--- config.mk ---
export PLATFORM = sky130hd
export DESIGN_NAME = vc_rr_arbiter_flat
export DESIGN_NICKNAME = d
export VERILOG_FILES = /design/src/rtl/vc_rr_arbiter_if.sv /design/src/rtl/vc_rr_arbiter.sv /design/src/flat_wrapper.sv
export SDC_FILE = /design/constraint.sdc
export NUM_CORES = 1
export LEC_CHECK = 0
export CAP_MARGIN = 25
export CORE_AREA = 2 2 69 71
export DETAILED_ROUTE_END_ITERATION = 8
export DIE_AREA = 0 0 71 73
export GPL_ROUTABILITY_DRIVEN = 0
export PLACE_DENSITY = 0.62
export SLEW_MARGIN = 10
export SYNTH_ARGS = -nofsm -noshare
export SYNTH_HDL_FRONTEND = slang
export SYNTH_SLANG_ARGS = --single-unit
--- constraint.sdc ---
create_clock -name clk -period 4.6 [get_ports clk]
set_clock_uncertainty 0.2 [all_clocks]
set_input_delay 1.15 -clock clk [delete_from_list [all_inputs] [get_ports clk]]
set_output_delay 1.15 -clock clk [all_outputs]
set_load 0.05 [all_outputs]
--- src/rtl/vc_rr_arbiter_if.sv ---
// Request/grant bundle between the NoC VC buffers (master) and vc_rr_arbiter (slave).
interface vc_rr_arbiter_if #(
    parameter int NUM_VC = 8
);
    localparam int IDX_W = $clog2(NUM_VC);

    logic [NUM_VC-1:0] zastavice_in;
    logic              release_in;
    logic              ready_in;
    logic [NUM_VC-1:0] zastavice_out;
    logic              grant_valid;
    logic [IDX_W-1:0]  grant_idx;
    logic              timeout_pulse;

    modport master (
        output zastavice_in, release_in, ready_in,
        input  zastavice_out, grant_valid, grant_idx, timeout_pulse
    );

    modport slave (
        input  zastavice_in, release_in, ready_in,
        output zastavice_out, grant_valid, grant_idx, timeout_pulse
    );
endinterface

--- src/rtl/vc_rr_arbiter.sv ---
// Round-robin VC arbiter holding a registered one-hot grant for a whole packet.
// Optional forced revoke after MAX_HOLD grant cycles when VC_ARB_TIMEOUT_EN is defined.
module vc_rr_arbiter #(
    parameter int NUM_VC   = 8,
    parameter int MAX_HOLD = 64
) (
    input logic            clk,
    input logic            rst_n,
    vc_rr_arbiter_if.slave bus
);
    localparam int IDX_W = $clog2(NUM_VC);
    localparam logic [NUM_VC-1:0] ONE_HOT0 = {{(NUM_VC-1){1'b0}}, 1'b1};

    if ((NUM_VC < 2) || (NUM_VC > 32)) begin : g_bad_num_vc
        $error("vc_rr_arbiter: NUM_VC must be in 2..32");
    end
    if (MAX_HOLD < 2) begin : g_bad_max_hold
        $error("vc_rr_arbiter: MAX_HOLD must be >= 2");
    end

    typedef enum logic [0:0] {IDLE = 1'b0, GRANT = 1'b1} state_t;

    state_t            state_r, state_nxt_s;
    logic [NUM_VC-1:0] grant_r, grant_nxt_s;
    logic [IDX_W-1:0]  idx_r, idx_nxt_s;
    logic [IDX_W-1:0]  ptr_r, ptr_nxt_s;
    logic              valid_r, valid_nxt_s;
    logic              pulse_r, pulse_nxt_s;
    logic [IDX_W-1:0]  pick_s, idx_inc_s;
    logic              req_any_s, release_s, drop_s, expire_s, end_s;

    // First requesting VC at or after ptr, wrapping at NUM_VC (not 2**IDX_W).
    function automatic logic [IDX_W-1:0] rr_pick(input logic [NUM_VC-1:0] req,
                                                 input logic [IDX_W-1:0]  ptr);
        logic [IDX_W-1:0] sel;
        logic             found;
        int               c;
        sel   = '0;
        found = 1'b0;
        for (int k = 0; k < NUM_VC; k++) begin
            c = int'(ptr) + k;
            if (c >= NUM_VC) begin
                c = c - NUM_VC;
            end else begin
                c = c;
            end
            if (!found && req[IDX_W'(c)]) begin
                sel   = IDX_W'(c);
                found = 1'b1;
            end else begin
                sel   = sel;
            end
        end
        return sel;
    endfunction

    assign req_any_s = |bus.zastavice_in;
    assign pick_s    = rr_pick(bus.zastavice_in, ptr_r);
    assign release_s = bus.release_in & bus.ready_in;
    assign drop_s    = ~bus.zastavice_in[idx_r];
    assign idx_inc_s = (idx_r == IDX_W'(NUM_VC - 1)) ? '0 : idx_r + IDX_W'(1);
    assign end_s     = release_s | drop_s | expire_s;

`ifdef VC_ARB_TIMEOUT_EN
    localparam int HOLD_W = $clog2(MAX_HOLD);
    logic [HOLD_W-1:0] hold_cnt_r;

    assign expire_s = (state_r == GRANT) && (hold_cnt_r == HOLD_W'(MAX_HOLD - 1));

    // Hold counter: zero throughout IDLE so every grant starts counting from 0.
    always_ff @(posedge clk or negedge rst_n) begin
        if (!rst_n) begin
            hold_cnt_r <= '0;
        end else if (state_r == IDLE) begin
            hold_cnt_r <= '0;
        end else if (!expire_s) begin
            hold_cnt_r <= hold_cnt_r + HOLD_W'(1);
        end else begin
            hold_cnt_r <= hold_cnt_r;
        end
    end
`else
    assign expire_s = 1'b0;
`endif

    // State register.
    always_ff @(posedge clk or negedge rst_n) begin
        if (!rst_n) begin
            state_r <= IDLE;
        end else begin
            state_r <= state_nxt_s;
        end
    end

    // Next state: GRANT always returns through IDLE, forcing a one-cycle bubble.
    always_comb begin
        state_nxt_s = state_r;
        case (state_r)
            IDLE:    state_nxt_s = req_any_s ? GRANT : IDLE;
            GRANT:   state_nxt_s = end_s ? IDLE : GRANT;
            default: state_nxt_s = IDLE;
        endcase
    end

    // Output/next-datapath values; the grant is frozen while in GRANT.
    always_comb begin
        grant_nxt_s = grant_r;
        idx_nxt_s   = idx_r;
        valid_nxt_s = valid_r;
        ptr_nxt_s   = ptr_r;
        pulse_nxt_s = 1'b0;
        case (state_r)
            IDLE: begin
                if (req_any_s) begin
                    grant_nxt_s = ONE_HOT0 << pick_s;
                    idx_nxt_s   = pick_s;
                    valid_nxt_s = 1'b1;
                end else begin
                    grant_nxt_s = '0;
                    idx_nxt_s   = '0;
                    valid_nxt_s = 1'b0;
                end
            end
            GRANT: begin
                if (end_s) begin
                    grant_nxt_s = '0;
                    idx_nxt_s   = '0;
                    valid_nxt_s = 1'b0;
                    ptr_nxt_s   = idx_inc_s;
                    pulse_nxt_s = expire_s & ~release_s & ~drop_s;
                end else begin
                    pulse_nxt_s = 1'b0;
                end
            end
            default: begin
                grant_nxt_s = '0;
                idx_nxt_s   = '0;
                valid_nxt_s = 1'b0;
            end
        endcase
    end

    // Registered outputs and round-robin pointer.
    always_ff @(posedge clk or negedge rst_n) begin
        if (!rst_n) begin
            grant_r <= '0;
            idx_r   <= '0;
            valid_r <= 1'b0;
            ptr_r   <= '0;
            pulse_r <= 1'b0;
        end else begin
            grant_r <= grant_nxt_s;
            idx_r   <= idx_nxt_s;
            valid_r <= valid_nxt_s;
            ptr_r   <= ptr_nxt_s;
            pulse_r <= pulse_nxt_s;
        end
    end

    assign bus.zastavice_out = grant_r;
    assign bus.grant_idx     = idx_r;
    assign bus.grant_valid   = valid_r;
    assign bus.timeout_pulse = pulse_r;
endmodule
--- src/flat_wrapper.sv ---
// flat-port wrapper written by rule: the top's interface ports become plain ports
module vc_rr_arbiter_flat 
#(
    parameter int NUM_VC   = 8,
    parameter int MAX_HOLD = 64
)
  (clk, rst_n, bus_zastavice_in, bus_release_in, bus_ready_in, bus_zastavice_out, bus_grant_valid, bus_grant_idx, bus_timeout_pulse);
  vc_rr_arbiter_if #(.NUM_VC(NUM_VC)) bus_i ();
  input logic clk;
  input logic rst_n;
  input wire logic [$bits(bus_i.zastavice_in)-1:0] bus_zastavice_in;
  input wire logic [$bits(bus_i.release_in)-1:0] bus_release_in;
  input wire logic [$bits(bus_i.ready_in)-1:0] bus_ready_in;
  output wire logic [$bits(bus_i.zastavice_out)-1:0] bus_zastavice_out;
  output wire logic [$bits(bus_i.grant_valid)-1:0] bus_grant_valid;
  output wire logic [$bits(bus_i.grant_idx)-1:0] bus_grant_idx;
  output wire logic [$bits(bus_i.timeout_pulse)-1:0] bus_timeout_pulse;
  assign bus_i.zastavice_in = bus_zastavice_in;
  assign bus_i.release_in = bus_release_in;
  assign bus_i.ready_in = bus_ready_in;
  assign bus_zastavice_out = bus_i.zastavice_out;
  assign bus_grant_valid = bus_i.grant_valid;
  assign bus_grant_idx = bus_i.grant_idx;
  assign bus_timeout_pulse = bus_i.timeout_pulse;
  vc_rr_arbiter #(.NUM_VC(NUM_VC), .MAX_HOLD(MAX_HOLD)) u_core (.clk(clk), .rst_n(rst_n), .bus(bus_i));
endmodule
==> summary.md <==
| Metric | Value |
|---|---|
| Netlist Area Pre-Place | `1695 um2` |
| CP required | `4.55 ns` |
| Status | `finished clean` |
| Hold Vio Cnt, Final | `0` |
| Crit-path max FO | `8` |
| Synthesized instance count | `153` |
| DR WL/cell | `17.70 um` |
| Cell count of the worst reg-to-reg path | `9` |
| Pre-CTS setup slack | `0.3698 ns` |
| # Max-Cap Violations | `0` |
| Post-synthesis sequential area ratio | `23.62%` |
| Vias | `1382` |
| Routed wire length | `4001 um` |
| CTS Buf Count | `3` |
| Placed Cells | `222` |
| Post-Syn Area per Cell | `11.08 um2` |
| Area share of the largest cell type after synthesis | `23.62%` |
| Worst skew pair latency | `0.25 ns` |
| Global-route wire length before repair | `6810 um` |
| EDFF count, synth | `0` |
| CP arrival | `3.94 ns` |
| CTS sink cnt | `16` |
| Most common cell after layout, fill and taps aside | `clkdlybuf4s50_1` |
| Pin count of the biggest net entering global routing | `19` |
| Ys Warns | `0` |
| Fmax | `0.2505 GHz` |
| Worst reg-to-reg setup slack | `1.05 ns` |
| Die H | `73 um` |
| # nets final | `189` |
| Tot GR Track Use | `16.37%` |
| Fin cells | `226` |
| Top post-synthesis cells by area | `dfrtp_1 (24%), mux4_2 (16%), mux2i_1 (6.5%), o41ai_2 (3.8%), nand2_1 (3.3%)` |
| Antenna Nets Post-Route | `0` |
| Cts hold-fix bufs | `0` |
| HP Start | `u_core.bus.zastavice_out[1]$_DFFE_PN0P_` |
| Site Rows | `25` |
| Reg2Reg Launch Point | `u_core.ptr_r[1]$_DFFE_PN0P_` |
| CP Capture Type | `register` |
| PnR worst setup slack | `0.6084 ns` |
| Grt ovf | `0` |
| Vias in the first global route | `1398` |
| CTS Root Cell | `clkbuf_8` |
| Slew margin rel. | `38.30%` |
| Area Overhead vs Synth | `17.56%` |
| Asr flop ratio synth | `100.0%` |
| H-tree levels | `1` |
| CTS Buffer Depth | `2` |
| Synthesized flop and latch total | `16` |
| Leading area contributor after synthesis | `dfrtp_1` |
| RSZ-0062 raised after global routing | `no` |
| Die area | `5183 um2` |
| Main synth FF type | `dfrtp_1` |
| Initial antenna violation count | `0` |
| Starting Density | `37.38%` |
| Post-synth net total | `169` |
| Cell variety after synth | `51` |
| Layout fillers | `413` |
| Hold Path Cell Cnt | `2` |
| Die Width | `71 um` |
| Initial detailed-routing violation count | `50` |
| CTS tree | `done` |
| Final setup fails | `0` |
| Minimum clock period | `3.992 ns` |
| Number of setup buffers added after CTS | `0` |
| Hold endpoint | `u_core.bus.zastavice_out[1]$_DFFE_PN0P_` |
| Final HPWL DP | `3033 um` |
| N_diodes | `0` |
| Setup crit start kind | `input pin` |
| Final Max Slew Viols | `0` |
| Clock transition at path regs | `0.07 ns` |
| Commonest non-fill, non-tap cells in the layout | `clkdlybuf4s50_1 (23), dfrtp_1 (16), nand2_1 (15)` |
| Worst r2r dst | `u_core.bus.zastavice_out[7]$_DFFE_PN0P_` |
| Gates resized, CTS repair | `0` |
| Layout cells sized above 1 | `22.67%` |
| Setup TNS | `0 ns` |
| Ports | `25` |
| Measured slew at the worst slew-check pin | `0.9255 ns` |
| DRT Pass-1 Iters | `4` |
| Crit share post-route | `86.77%` |
| DRC errors left | `0` |
| Core ar. | `4536 um2` |
| Worst setup path category | `in2reg` |
| Worst hold path type | `reg2reg` |
| DR vias/cell | `6.115` |
| I/O Buffers | `23` |
-- layout make-up --
class / count / area (um2) / area share [%]
sequential: 16 / 400.4 / 20.09
tap: 54 / 67.56 / 3.390
inverter: 7 / 26.28 / 1.318
timing repair buffer: 26 / 252.7 / 12.68
clock buffer: 4 / 55.05 / 2.762
multi-input combinational: 119 / 1191 / 59.76
-- state kept, by name, indices dropped and copies added, names as in the netlist --
register	cells
u_core.bus.grant_idx	3
u_core.bus.grant_valid	1
u_core.bus.zastavice_out	8
u_core.ptr_r	3
u_core.state_r	1
-- worst max-delay path, stage by stage --
cell and delay, ns:
clkdlybuf4s50_1 0.56, mux4_2 0.59, mux2i_4 0.26, mux2_2 0.37
nor3_1 0.22, o32ai_2 0.14, a22o_1 0.30, o41ai_2 0.34
-- per-layer routing --
metal,wire length [um],GRT usage [%]
met2,1987,27.62
met1,1779,21.40
met3,121,1.657
met5,0,0
met4,112,7.338
-- cells in the mapped netlist, types with 2 or more instances --
| library cell | count |
|---|---|
| a21o_1 | 4 |
| nor4_1 | 2 |
| nor2_1 | 6 |
| buf_4 | 2 |
| dfrtp_1 | 16 |
| a22o_1 | 2 |
| o21ai_0 | 5 |
| nand2_1 | 15 |
| inv_1 | 6 |
| mux2i_1 | 11 |
| mux4_1 | 2 |
| nand2b_1 | 3 |
| nor3_1 | 2 |
| buf_2 | 2 |
| a221oi_1 | 2 |
| mux2i_4 | 2 |
| mux2_2 | 4 |
| buf_1 | 3 |
| a32o_1 | 4 |
| nand3_1 | 2 |
| xnor2_1 | 2 |
| mux4_2 | 12 |
| buf_6 | 2 |
| ha_1 | 4 |
| o41ai_2 | 4 |
| a22oi_1 | 2 |
| a21oi_1 | 8 |
-- through the flow --
| step | hold slack, ns | area, um2 | util [%] |
|---|---|---|---|
| 2_1_floorplan | 0.4148 | 1695 | - |
| 3_3_place_gp | 0.2647 | 1938 | 42.73 |
| 3_5_place_dp | 0.2610 | 1938 | 42.73 |
| 4_1_cts | 0.2893 | 1993 | 43.94 |
| 5_1_grt | 0.3143 | 1993 | 43.94 |
| 6_report | 0.2806 | 1993 | 43.94 |
-- logic make-up after synthesis --
logic type               synth area share, %
XOR/XNOR                               3.174
AO/OA/AOI/OAI                          21.99
buffers and inverters                  6.124
AND/OR/NAND/NOR                        10.18
flip-flops                             23.62
adder cells (fa/ha/maj)                2.952
other                                 0.2212
multiplexers                           31.73
-- worst max path at each step --
stage	start	to	slack [ns]	cells past startpoint
final	bus_zastavice_in[0]	u_core.bus.zastavice_out[7]$_DFFE_PN0P_	0.61	8
after floorplan	u_core.ptr_r[1]$_DFFE_PN0P_	u_core.bus.zastavice_out[3]$_DFFE_PN0P_	1.18	10
after global routing	bus_zastavice_in[6]	u_core.bus.zastavice_out[7]$_DFFE_PN0P_	0.40	8
after CTS	bus_zastavice_in[0]	u_core.bus.zastavice_out[7]$_DFFE_PN0P_	0.60	8
after detailed placement	bus_zastavice_in[0]	u_core.bus.zastavice_out[3]$_DFFE_PN0P_	0.37	8
after global placement	bus_zastavice_in[6]	u_core.bus.zastavice_out[3]$_DFFE_PN0P_	0.42	8
Power is not shown: default switching activity piles up to over one toggle a cycle in this logic, so the estimate is an artifact.
